==> src/rtl/unpack_pkg.sv <==
// Shared types and helpers for the packed word unpacker.
package unpack_pkg;

    typedef enum logic {
        IDLE = 1'b0,
        EMIT = 1'b1
    } state_t;

    localparam int OUT_W = 32;

    // Index width never collapses to zero bits, even for a single-field word.
    function automatic int idx_width(input int n);
        int w;
        w = $clog2(n);
        return (w < 1) ? 1 : w;
    endfunction

endpackage

==> src/rtl/unpack_zero_scan.sv <==
// Combinational suffix-OR over packed fields: nz_from[k] is set when any field
// at position k or above is nonzero. Used only by the zero-skipping build.
module unpack_zero_scan #(
    parameter int FIELD_W    = 1,
    parameter int NUM_FIELDS = 6
) (
    input  logic [NUM_FIELDS*FIELD_W-1:0] fields,
    output logic [NUM_FIELDS-1:0]         nz_from
);

    logic acc;

    always_comb begin
        nz_from = '0;
        acc     = 1'b0;
        for (int k = NUM_FIELDS - 1; k >= 0; k--) begin
            acc        = acc | (|fields[k*FIELD_W +: FIELD_W]);
            nz_from[k] = acc;
        end
    end

endmodule

==> src/rtl/packed_word_unpacker.sv <==
// Splits one packed word into NUM_FIELDS equal fields, emitted LSB field first.
// Defining UNPACK_SKIP_ZERO_EN suppresses zero-valued fields.
module packed_word_unpacker
    import unpack_pkg::*;
#(
    parameter int  WIDTH      = 32,
    parameter int  FIELD_W    = 1,
    parameter int  NUM_FIELDS = 6,
    localparam int IDX_W      = idx_width(NUM_FIELDS)
) (
    input  logic             clk,
    input  logic             rst,
    input  logic             in_valid,
    output logic             in_ready,
    input  logic [WIDTH-1:0] in_word,
    output logic             out_valid,
    input  logic             out_ready,
    output logic [OUT_W-1:0] out_field,
    output logic [IDX_W-1:0] out_idx,
    output logic             out_last,
    output logic             word_done
);

    localparam int USED_W = NUM_FIELDS * FIELD_W;

    if (FIELD_W < 1 || FIELD_W > OUT_W) begin : g_bad_field_w
        $error("FIELD_W must lie in 1..32");
    end
    if (USED_W > WIDTH) begin : g_bad_width
        $error("NUM_FIELDS*FIELD_W exceeds WIDTH");
    end

    state_t              state, state_nxt;
    logic [USED_W-1:0]   shreg, shreg_nxt;
    logic [IDX_W-1:0]    idx, idx_nxt;
    logic                done_nxt;
    logic [FIELD_W-1:0]  cur_field;
    logic                is_last;
    logic                field_vis;
    logic                word_empty;

    // Bits above the used region are deliberately dropped on capture.
    logic unused_hi_bits;
    assign unused_hi_bits = ^in_word;

    assign cur_field = shreg[FIELD_W-1:0];

`ifdef UNPACK_SKIP_ZERO_EN
    logic [NUM_FIELDS-1:0] nz_from;

    unpack_zero_scan #(
        .FIELD_W   (FIELD_W),
        .NUM_FIELDS(NUM_FIELDS)
    ) u_zero_scan (
        .fields (shreg),
        .nz_from(nz_from)
    );

    assign word_empty = !nz_from[0];
    assign field_vis  = |cur_field;
    if (NUM_FIELDS == 1) begin : g_one_field
        assign is_last = 1'b1;
    end else begin : g_many_fields
        assign is_last = !nz_from[1];
    end
`else
    assign word_empty = 1'b0;
    assign field_vis  = 1'b1;
    assign is_last    = (idx == IDX_W'(NUM_FIELDS - 1));
`endif

    always_comb begin
        state_nxt = state;
        shreg_nxt = shreg;
        idx_nxt   = idx;
        done_nxt  = 1'b0;
        in_ready  = 1'b0;
        out_valid = 1'b0;
        case (state)
            IDLE: begin
                in_ready = 1'b1;
                if (in_valid) begin
                    shreg_nxt = in_word[USED_W-1:0];
                    idx_nxt   = '0;
                    state_nxt = EMIT;
                end
            end
            EMIT: begin
                if (word_empty) begin
                    state_nxt = IDLE;
                    idx_nxt   = '0;
                    done_nxt  = 1'b1;
                end else if (!field_vis) begin
                    shreg_nxt = shreg >> FIELD_W;
                    idx_nxt   = idx + IDX_W'(1);
                end else begin
                    out_valid = 1'b1;
                    if (out_ready) begin
                        shreg_nxt = shreg >> FIELD_W;
                        idx_nxt   = idx + IDX_W'(1);
                        if (is_last) begin
                            state_nxt = IDLE;
                            idx_nxt   = '0;
                            done_nxt  = 1'b1;
                        end
                    end
                end
            end
        endcase
        // Handshakes are refused while reset is held so nothing is lost to it.
        if (rst) begin
            in_ready  = 1'b0;
            out_valid = 1'b0;
        end
    end

    assign out_field = OUT_W'(cur_field);
    assign out_idx   = idx;
    assign out_last  = out_valid && is_last;

    // NOTE: sequential state uses non-blocking assignments so every register
    // samples pre-edge values regardless of statement order.
    always_ff @(posedge clk) begin
        if (rst) begin
            state     <= IDLE;
            shreg     <= '0;
            idx       <= '0;
            word_done <= 1'b0;
        end else begin
            state     <= state_nxt;
            shreg     <= shreg_nxt;
            idx       <= idx_nxt;
            word_done <= done_nxt;
        end
    end

endmodule
==> config.mk <==
export PLATFORM = sky130hd
export DESIGN_NAME = packed_word_unpacker
export DESIGN_NICKNAME = d
export VERILOG_FILES = /design/src/rtl/unpack_pkg.sv /design/src/rtl/unpack_zero_scan.sv /design/src/rtl/packed_word_unpacker.sv
export SDC_FILE = /design/constraint.sdc
export NUM_CORES = 1
export LEC_CHECK = 0
export BUFFER_PORTS_ARGS = -buffer_cell sky130_fd_sc_hd__buf_4
export CAP_MARGIN = 20
export CORE_MARGIN = 5
export CORE_UTILIZATION = 31
export DETAILED_ROUTE_END_ITERATION = 16
export PLACE_DENSITY = 0.78
export SLEW_MARGIN = 20
export SYNTH_ARGS = -nofsm -noshare
export SYNTH_HDL_FRONTEND = slang
export SYNTH_SLANG_ARGS = --single-unit
==> constraint.sdc <==
create_clock -name clk -period 1.2 [get_ports clk]
set_input_delay 0.06 -clock clk [delete_from_list [all_inputs] [get_ports clk]]
set_output_delay 0.06 -clock clk [all_outputs]
set_load 0.01 [all_outputs]
# After elaboration in Yosys (flattened, before gate mapping)
# Cells that the tools add are included.
# totals
output_inout_bits,39
elab_cells,29
regBits,11
input_bits,36
# op_classes
n_reduce_logical,3
eq_ne,3
n_bitwise,2
mux,16
addsub,1
# op_table
cell,count
6-bit 2-to-1 mux,2
6-bit case mux with 2 select lines,1
3-bit 2-to-1 mux,3
1-bit 2-to-1 mux,8
3-bit case mux with 2 select lines,1
"2-bit != test, second input constant",2
"3-bit by 1-bit adder with 3-bit output, second input constant",1
"3-bit == test, second input constant",1
3-bit OR reduction,1
1-bit NOT,2
1-bit case mux with 2 select lines,1
2-bit AND reduction,1
1-bit logical AND,1

# Longest topological paths before layout
# logic_depth
ltp_word,4
ltp_mapped,4
mapped_depth_nobuf,3

# Least setup slack after synthesis
# No wires, ideal clock.
# synth_timing
path_type,reg2reg
startpoint,reg idx[0] (netlist: out_idx[0])
endpoint,reg idx[1] (netlist: out_idx[1])
setup_ns,0.071
required_ns,1.129
slack_ns,0.003
period_less_slack_ns,1.197
arrival_ns,1.126
n_path_buf,0
stages_incl_launch_ff,4
cell_sequence,dfxtp_1 -> nand2_2 -> or4b_1 -> a21oi_1
# synth_between
elab_chain_cells,4
elab_cells_between_ends,5
cone_classes,add/sub: 1; eq/ne: 1; mux: 3
# synth_lines
element,line_no,rtl
"start, declared",packed_word_unpacker.sv:35,"logic [IDX_W-1:0] idx, idx_nxt;"
"start signal, assigned",packed_word_unpacker.sv:132,idx <= idx_nxt;
3-bit by 1-bit adder with 3-bit output or 3-bit == test (tied branches),"packed_word_unpacker.sv:100, packed_word_unpacker.sv:69",
3-bit 2-to-1 mux *,packed_word_unpacker.sv:101,if (is_last) begin
3-bit 2-to-1 mux *,packed_word_unpacker.sv:98,if (out_ready) begin
3-bit case mux with 2 select lines *,packed_word_unpacker.sv:79,case (state)
# Every way passes the cells marked *; elsewhere a longest branch is shown, timed or not. The select of a mux whose other input is x is not followed.
# A chain may end at the register's enable or synchronous reset.

# Final worst setup path
# layout_timing
startpoint,reg state
endpoint,reg idx[2] (netlist: out_idx[2])
# layout_between
elab_chain_cells,3
elab_cells_between_ends,5
cone_classes,eq/ne: 2; mux: 1; bitwise: 1; reduce/logical: 1
# layout_lines
element,line_no,rtl
"start, declared",packed_word_unpacker.sv:33,"state_t state, state_nxt;"
"start signal, assigned",packed_word_unpacker.sv:130,state <= state_nxt;
1-bit NOT (no source line),n/a,
2-bit != test (no source line),n/a,
2-bit AND reduction (no source line),n/a,
# Parallel ways exist; a longest one is shown, timed or not.

==> run metrics <==
dominant synthesized flop cell=dfxtp_1; clk sinks=11; initial antenna violation count=0; TritonRoute pass-1 iters=2; Clock Tree Root=clkbuf_4; type of origin of the critical path=register; post-synthesis cell area=734 µm²; leak pwr=between 0.0004 and 0.0005 µW; Max Clock Skew=0.00992 ns; dpl hpwl=~1100 µm; hold_buf cts=0; Worst Setup End Kind=register; CORE AREA=2230 µm²; largest net degree at the start of global routing=15; clock latency on the worst-skew pair=0.27 ns; Longest Clk Path Bufs=2; via/cell ratio=slightly below 4; crit path DAT=1.37 ns; status=complete, no violations; pwr dens=996 nW/µm²; Layout area overhead=15.7%; Util after Layout=between 30% and 40%; I/O Buffers=17; Max Transition Viols Final=0; count of final setup violators=0; IO Pins=75; ys async rst share=0%; Post-DRT Antenna Nets=0; number of distinct library cells after synthesis=23; register bit total from synthesis=11; wire length per cell=9.96 µm; Synth top area share=32.7%; Cells after Synth=86; # H-tree levels=1; wire length after detailed routing=1350 µm; CTS tree=yes; Total Routing Usage GR=7.01%; Mapped Avg Cell Area=roughly 8.5 µm²; Starting DRT DRC Count=7; # rows=17; die area=3440 µm²; MaxCap Viol Count=0; global route total overflow=0; Die Ht=58.7 µm; DRC Markers=0; post-synthesis sequential area ratio=30.0%; Worst VDD drop=0.656 mV; gpl congestion=0.680; Hold Crit Class=input pin to register; number of global-route vias before repair=450; crit path kind=register to register; Overall Power=846 µW; Worst-path clk slew=around 0.08 ns; Synth area leader=buf_4; TritonCTS Buffers=3; RSZ-0062 raised after global routing=yes; first-pass GRT wire length=1830 µm; Layout Cells excl Fill=136; Tmin final=between 1 and 1.5 ns; placed cells=~130; layout cells sized above 1=34.3%; CP Data Required Time=between 1 and 1.5 ns; fmax=0.857 GHz; Final Cycle Share=97.3%; EDFF count, synth=0; routed vias=540; Initial Util=between 30% and 40%; DIE WIDTH=58.7 µm; Post-layout nets=145; Hold Fails Final Rpt=0; n_diodes=0; Critical Path Fanout Max=6; yosys warns=0; Area contributors post-synth=buf_4 (33%), dfxtp_1 (30%), mux2i_1 (6.8%); final setup TNS=0 ns
==> worst max-delay path, stage by stage, from the launching register on <==
cell	delay (ns)
dfxtp_2	0.38
buf_4	0.13
nand2_1	0.04
or3_2	0.40
a21oi_1	0.14
==> power breakdown <==
part,internal (µW),leakage [µW],switching (µW)
Combinational,79.0,0.000293,112
Clock,123,0.0000177,128
Sequential,389,0.0000916,14.5
==> per-layer routing <==
metal  routed length (µm)  vias to the layer above  global-route usage, %
met4                    8                        0                   1.94
li1                     -                      271                      -
met1                  499                      231                   7.79
met3                  206                        2                   3.95
met2                  641                       36                   11.5
met5                    0                        -                      0
==> flip-flops by register name (all words and copies together) (netlist names) <==
| signal | cells |
|---|---|
| out_idx | 3 |
| shreg | 6 |
| state | 1 |
| word_done | 1 |
==> area by class of cell <==
type,count,area (µm²)
clock buffer,3,22.5
clock inverter,1,5.00
sequential,11,224
timing repair buffer,23,176
tap,28,35.0
multi-input combinational,69,383
inverter,1,3.75
fill,240,1380
==> path summary, 6_finish.rpt <==
| path | start | end | slack (ns) | cells after the start |
|---|---|---|---|---|
| worst min register to register | out_idx[0] | word_done | 0.50 | 2 |
| worst max-delay path | state | out_idx[2] | 0.03 | 4 |
| worst min-delay path | rst | out_idx[0] | 0.06 | 2 |
| worst max register to register | state | out_idx[2] | 0.03 | 4 |
==> layout by cell type (no fill, tap or decap) <==
master / netlist / routed
conb_1: 1 / 31
buf_4: 32 / 22
nor2_1: 9 / 8
dfxtp_1: 11 / 8
mux2i_1: 5 / 5
a211oi_1: 6 / 5
a21oi_1: 3 / 3
clkbuf_4: 0 / 3
dfxtp_2: 0 / 3
nand3b_1: 2 / 2
nor3_1: 2 / 2
o21ai_0: 2 / 2
nor2b_1: 1 / 1
nor3b_2: 0 / 1
nand2_2: 1 / 1
nor2_2: 0 / 1
a21boi_2: 0 / 1
nand2_1: 1 / 1
or3_2: 1 / 1
mux2_4: 0 / 1
or4b_1: 1 / 1
a211oi_2: 0 / 1
inv_1: 1 / 1
o21a_1: 1 / 1
clkinv_2: 0 / 1
buf_6: 1 / 1
==> kinds of logic after synthesis <==
logic type | Yosys count | synth area share (%)
buffers and inverters | 36 | 35.9
and+or+nand+nor | 19 | 13.6
AOI/OAI and AO/OA | 13 | 11.6
DFF | 11 | 30.0
muxes | 6 | 8.35
other | 1 | 0.511
==> stage by stage <==
| step | hold slack [ns] | setup slack (ns) | area [µm²] |
|---|---|---|---|
| after detailed placement | 0.344 | -0.0138 | 772 |
| final | 0.0581 | 0.0329 | 850 |
| after CTS | 0.0556 | 0.0212 | 821 |
| after global routing | 0.0650 | -0.00509 | 850 |
| after floorplan | 0.139 | 0.00333 | 847 |
| after global placement | 0.337 | 0.0572 | 772 |
==> cell usage after synthesis (all sizes together) (2+ instances only) <==
cell type and n:
a21oi 3, o21ai 2, nor3 2, nand2 2, dfxtp 11, mux2i 5
a211oi 6, buf 34, nor2 9, nand3b 2
==> timing repair <==
| item | CTS | global route |
|---|---|---|
| setup buffers | 3 | 1 |
| pin swaps | 1 | 2 |
| gates resized for setup | 2 | 8 |
| setup endpoints to repair | 2 | 5 |
(Power assumes the default switching activity.)
